<file path="config.mk">
export PLATFORM = sky130hd
export DESIGN_NAME = fifo_rd_ctrl
export DESIGN_NICKNAME = d
export VERILOG_FILES = /design/src/rtl/fifo_pkg.sv /design/src/rtl/sync_2ff.sv /design/src/rtl/fifo_rd_ctrl.sv
export SDC_FILE = /design/constraint.sdc
export NUM_CORES = 1
export LEC_CHECK = 0
export CORE_ASPECT_RATIO = 0.9
export CORE_UTILIZATION = 43
export DETAILED_ROUTE_END_ITERATION = 10
export PLACE_DENSITY = 0.75
export SLEW_MARGIN = 25
export SYNTH_ARGS = -nofsm -noshare
export SYNTH_HDL_FRONTEND = slang
export SYNTH_SLANG_ARGS = --single-unit
</file>
<file path="constraint.sdc">
create_clock -name rd_clk -period 2.8 [get_ports rd_clk]
set_clock_uncertainty 0.2 [all_clocks]
set_input_delay 0.84 -clock rd_clk [delete_from_list [all_inputs] [get_ports rd_clk]]
set_output_delay 0.84 -clock rd_clk [all_outputs]
set_load 0.005 [all_outputs]
</file>
<file path="src/rtl/fifo_pkg.sv">
// fifo_pkg: shared async-FIFO helpers.
// Gray/binary conversion and default widths for both FIFO domains.
package fifo_pkg;

  localparam int ADDR_WIDTH_DEF = 5;
  localparam int DATA_WIDTH_DEF = 8;

  // Conversions work on a wide container; callers zero-extend
  // into it and truncate back. Upper zero bits do not disturb
  // either conversion, so any pointer width up to PTR_MAXW works.
  localparam int PTR_MAXW = 32;

  typedef logic [PTR_MAXW-1:0] ptr_t;

  function automatic ptr_t bin2gray(input ptr_t b);
    return b ^ (b >> 1);
  endfunction

  function automatic ptr_t gray2bin(input ptr_t g);
    ptr_t b;
    b[PTR_MAXW-1] = g[PTR_MAXW-1];
    for (int i = PTR_MAXW - 2; i >= 0; i--) begin
      b[i] = b[i+1] ^ g[i];
    end
    return b;
  endfunction

endpackage

</file>
<file path="src/rtl/sync_2ff.sv">
// sync_2ff: two-flop synchronizer for Gray-coded pointers.
// Ports: clk, rst_n (async low), d (foreign domain), q (synced).
module sync_2ff #(
  parameter int WIDTH = 1
) (
  input  logic             clk,
  input  logic             rst_n,
  input  logic [WIDTH-1:0] d,
  output logic [WIDTH-1:0] q
);

  logic [WIDTH-1:0] meta_q;

  always_ff @(posedge clk or negedge rst_n) begin
    if (!rst_n) begin
      meta_q <= '0;
      q      <= '0;
    end else begin
      meta_q <= d;
      q      <= meta_q;
    end
  end

endmodule

</file>
<file path="src/rtl/fifo_rd_ctrl.sv">
// fifo_rd_ctrl: read-domain controller of the async FIFO.
// Ports: rd_clk/rd_rst_n; rd_en pop request; wr_gray_ptr from
// write domain; ram_data/read_addr/read_enable to the RAM;
// rd_gray_ptr to write domain; data_out/data_valid popped word;
// rd_empty, rd_level, rd_underflow status.
module fifo_rd_ctrl
  import fifo_pkg::*;
#(
  parameter int ADDR_WIDTH = ADDR_WIDTH_DEF,
  parameter int DATA_WIDTH = DATA_WIDTH_DEF
) (
  input  logic                  rd_clk,
  input  logic                  rd_rst_n,
  input  logic                  rd_en,
  input  logic [ADDR_WIDTH:0]   wr_gray_ptr,
  input  logic [DATA_WIDTH-1:0] ram_data,
  output logic [ADDR_WIDTH-1:0] read_addr,
  output logic                  read_enable,
  output logic [ADDR_WIDTH:0]   rd_gray_ptr,
  output logic [DATA_WIDTH-1:0] data_out,
  output logic                  data_valid,
  output logic                  rd_empty,
  output logic [ADDR_WIDTH:0]   rd_level,
  output logic                  rd_underflow
);

  localparam int PW = ADDR_WIDTH + 1;

  logic [PW-1:0]         wq2_gray;
  logic [PW-1:0]         rd_bin_q,  rd_bin_d;
  logic [PW-1:0]         rd_gray_q, rd_gray_d;
  logic [PW-1:0]         level_q,   level_d;
  logic [DATA_WIDTH-1:0] data_q,    data_d;
  logic                  valid_q,   valid_d;
  logic                  empty_q,   empty_d;
  logic                  under_q,   under_d;
  logic                  pop;

  sync_2ff #(
    .WIDTH(PW)
  ) u_wptr_sync (
    .clk  (rd_clk),
    .rst_n(rd_rst_n),
    .d    (wr_gray_ptr),
    .q    (wq2_gray)
  );

  // Empty and level look at the pointer as it will be after this
  // edge, so a pop of the last word flags empty on the same edge.
  always_comb begin
    pop       = rd_en && !empty_q;
    rd_bin_d  = rd_bin_q + PW'(pop);
    rd_gray_d = PW'(bin2gray(ptr_t'(rd_bin_d)));
    empty_d   = (rd_gray_d == wq2_gray);
    level_d   = PW'(gray2bin(ptr_t'(wq2_gray))) - rd_bin_d;
    data_d    = data_q;
    valid_d   = 1'b0;
    under_d   = rd_en && empty_q;
    if (pop) begin
      data_d  = ram_data;
      valid_d = 1'b1;
    end
  end

  always_ff @(posedge rd_clk or negedge rd_rst_n) begin
    if (!rd_rst_n) begin
      rd_bin_q  <= '0;
      rd_gray_q <= '0;
      level_q   <= '0;
      data_q    <= '0;
      valid_q   <= 1'b0;
      empty_q   <= 1'b1;
      under_q   <= 1'b0;
    end else begin
      rd_bin_q  <= rd_bin_d;
      rd_gray_q <= rd_gray_d;
      level_q   <= level_d;
      data_q    <= data_d;
      valid_q   <= valid_d;
      empty_q   <= empty_d;
      under_q   <= under_d;
    end
  end

  assign read_addr    = rd_bin_q[ADDR_WIDTH-1:0];
  assign read_enable  = !empty_q;
  assign rd_gray_ptr  = rd_gray_q;
  assign data_out     = data_q;
  assign data_valid   = valid_q;
  assign rd_empty     = empty_q;
  assign rd_level     = level_q;
  assign rd_underflow = under_q;

endmodule

</file>
==> flow_summary_export.csv <==
group,metric,value,unit
worst_setup_path,worst-path-stages,10,
pwr,p_leak,1.16,nW
floorplan,coreArea,3760,µm²
placed_design,place_area,2460,µm²
placed_design,hpwl,2.43,mm
sta,max_slew.worst_pin.slew,865,ps
synthesis,synthTopCellsByCount,"dfrtp_1, xnor2_1, xor2_1",
floorplan,die_x,68.4,µm
run,cap_viol_max_count,0,
grt,grt_antenna_before_repair,0,
worst_setup_path,slowest_delay,450,ps
worst_setup_path,worst_r2r_path_depth,10,
outcome,violations,"setup timing",
cells_and_area,layout.cells.non_filler,251,
cells_and_area,diodes,0,
cells_and_area,drive_above_1_share,0.346,
clock_tree,htreeDepth,2,
cells_and_area,fillers,276,
sta,period_needed,2890,ps
worst_setup_path,required,2810,ps
synthesis,synth_most_common_cell,"dfrtp_1",
worst_setup_path,crit_chain,"xnor2_4 -> xnor2_4 -> xor2_2 -> xor2_1 -> ha_2 -> fa_2 -> maj3_2 -> maj3_2 -> o21ai_2 -> xnor2_1",
detailed_routing,drt_pass1_iterations,4,
synthesis,yosysTopAreaCell,"dfrtp_1",
sta,finalSetupViolations,2,
floorplan,die-area,4230,µm²
cells_and_area,area_growth,55.8,%
worst_setup_path,critPathLaunch,"u_wptr_sync.q[4]$_DFF_PN0_",
synthesis,synth_area_leaders,"dfrtp_1, xnor2_1, xor2_1",
placed_design,dp.cells,238,
worst_setup_path,timing.rr.start,"u_wptr_sync.q[4]$_DFF_PN0_",
pwr,p_per_area,1180,nW/µm²
floorplan,io_pins,46,
sta,worst_slack,-90.2,ps
sta,max_slew_margin,0.423,
worst_setup_path,setup.worst_path.start_class,"flop",
worst_setup_path,worst-path-buf-inv,0,
grt,overflow,0,
placed_design,routabilityCongestion,0.774,
clock_tree,worst_skew_pair.late_latency,290,ps
worst_setup_path,crit_path_end_kind,"flop",
sta,max_freq,0.346,GHz
synthesis,yosysWarnings,0,
cells_and_area,finalCoreUtilization,0.708,
detailed_routing,detail_route.vias_per_cell,4.62,
clock_tree,clk_pin_slew,80,ps
sta,finalCritPeriodShare,1.03,
detailed_routing,drc,0,
worst_setup_path,critical-path-top-delay-family,"adder cells",
pwr,ir_worst_vdd,524,µV
synthesis,netlist_area,1710,µm²
worst_setup_path,crit_slowest_cell,"dfrtp_2",
synthesis,synth_nets,147,
floorplan,start_util,0.454,
synthesis,synthArstFlopShare,1.00,
sta,finalHoldViolCount,0,
synthesis,netlist_instances,125,
worst_setup_path,r2r-end,"rd_level[4]$_DFF_PN0_",
clock_tree,cts_root_buf,"clkbuf_8",
sta,slew_viol_final,0,
detailed_routing,avgRoutedWirePerCell,13.9,µm
worst_setup_path,critPathCapture,"rd_level[4]$_DFF_PN0_",
synthesis,synth_cell_type_count,30,
placed_design,io_buffers,45,
floorplan,die_h,61.8,µm
worst_setup_path,cp_max_fo,2,
grt,grt_max_degree,41,
clock_tree,cts_max_path_buffers,2,
outcome,status,"finished, violations left",
sta,rsz0062_at_grt,"yes",
grt,grt_pass1_vias,1173,
clock_tree,cts.sinks,40,
clock_tree,cts_made_buffers,5,
worst_setup_path,critical_path_class,"reg2reg",
synthesis,ys_seq_area_frac,0.587,
sta,fin_tns_setup,-98.8,ps
clock_tree,cts_hold_buffers,0,
cells_and_area,nets,226,
synthesis,syn_avg_cell_area,13.7,µm²
synthesis,synthFlopType,"dfrtp_1",
worst_setup_path,arrival,2900,ps
worst_setup_path,r2r_slack,-90,ps
floorplan,fp-row-count,21,
cells_and_area,fin_area,2660,µm²
synthesis,synth_top_area_frac,0.572,
detailed_routing,drt_iter0_markers,27,
worst_hold_path,hp-class,"reg2reg",
clock_tree,cts_tree,"done",
synthesis,synth_edf_count,0,
detailed_routing,vias,1159,
detailed_routing,ant_nets,0,
synthesis,synth-seq-cells,40,
sta,whs,150,ps
detailed_routing,drt_wl_total,3.50,mm
grt,grt_usage,0.180,
grt,grt_pass1_wl,5.32,mm
cell type report:
class	count	area [µm²]	area share
clock buffers	7	96.3	0.0362
clock inverters	1	30.0	0.0113
inverters	11	41.3	0.0155
multi-input cells	73	778	0.293
flip-flops and latches	40	1000	0.378
well taps	46	57.6	0.0216
repair buffers	73	651	0.245
worst register-to-register path, cell delays in order (launching register included):
cell,delay [ps]
dfrtp_2,450
xnor2_4,260
xnor2_4,110
xor2_2,200
xor2_1,170
ha_2,200
fa_2,350
maj3_2,320
maj3_2,300
o21ai_2,120
xnor2_1,130
metrics by stage:
stage                     power [W]  setup slack, ps
after detailed placement    0.00245             -723
final                       0.00313            -90.2
after CTS                   0.00301             -126
after global placement      0.00242             -673
after global routing        0.00334             -220
after floorplan             0.00174             -134
registers in the layout, summed over array words and instances (netlist names):
signal              cells
data_out                8
rd_bin_q                6
rd_level                6
u_wptr_sync.meta_q      6
u_wptr_sync.q           6
rd_gray_ptr             5
data_valid              1
rd_empty                1
rd_underflow            1
routing by layer:
layer | global-route usage | wire length [µm]
met1 | 0.233 | 1540
met2 | 0.282 | 1780
met3 | 0.0493 | 107
met4 | 0.0923 | 78
met5 | 0 | 0
logic make-up after synthesis:
kind of cell | share of synthesized area
AOI/OAI and AO/OA | 0.0447
DFF | 0.587
xor gates and xnor gates | 0.170
muxes | 0.0587
and+or+nand+nor | 0.0542
adders and majority gates | 0.0543
buffers and inverters | 0.0308
what timing repair did:
action,4_1_cts,5_1_grt
endpoints found under the hold margin,0,0
gates resized for setup,7,5
pin swaps,13,17
buffers inserted,1,4
setup endpoints to repair,4,3
worst min path at each step:
stage / from / endpoint / slack, ps / cells after the start
2_1_floorplan: u_wptr_sync.meta_q[4]$_DFF_PN0_ / u_wptr_sync.q[4]$_DFF_PN0_ / 130 / 0
3_3_place_gp: u_wptr_sync.meta_q[3]$_DFF_PN0_ / u_wptr_sync.q[3]$_DFF_PN0_ / 130 / 0
3_5_place_dp: u_wptr_sync.meta_q[3]$_DFF_PN0_ / u_wptr_sync.q[3]$_DFF_PN0_ / 140 / 0
4_1_cts: u_wptr_sync.meta_q[3]$_DFF_PN0_ / u_wptr_sync.q[3]$_DFF_PN0_ / 150 / 0
5_1_grt: u_wptr_sync.meta_q[3]$_DFF_PN0_ / u_wptr_sync.q[3]$_DFF_PN0_ / 160 / 0
6_report: u_wptr_sync.meta_q[3]$_DFF_PN0_ / u_wptr_sync.q[3]$_DFF_PN0_ / 150 / 0
cells in the final DEF, fill, tap and decap left out, types with 2 or more instances in the layout:
cell type / netlist / final
clkdlybuf4s50_1: 0 / 43
dfrtp_1: 39 / 37
buf_4: 0 / 28
xnor2_1: 14 / 13
xor2_1: 11 / 10
inv_1: 10 / 8
mux2_2: 8 / 8
clkbuf_8: 0 / 7
xnor2_4: 2 / 3
inv_2: 1 / 3
nor2_1: 3 / 3
o211ai_1: 3 / 3
nand2_1: 4 / 3
ha_4: 0 / 3
nand3_1: 2 / 2
and3_1: 2 / 2
maj3_2: 2 / 2
nor3_1: 3 / 2
buf_2: 0 / 2
dfrtp_2: 0 / 2
power breakdown:
group | internal, W | switching, W | total, W
Sequential | 0.000759 | 0.000119 | 0.000878
Combinational | 0.00102 | 0.000724 | 0.00175
Clock | 0.000314 | 0.000197 | 0.000511
(Power assumes the default switching activity.)
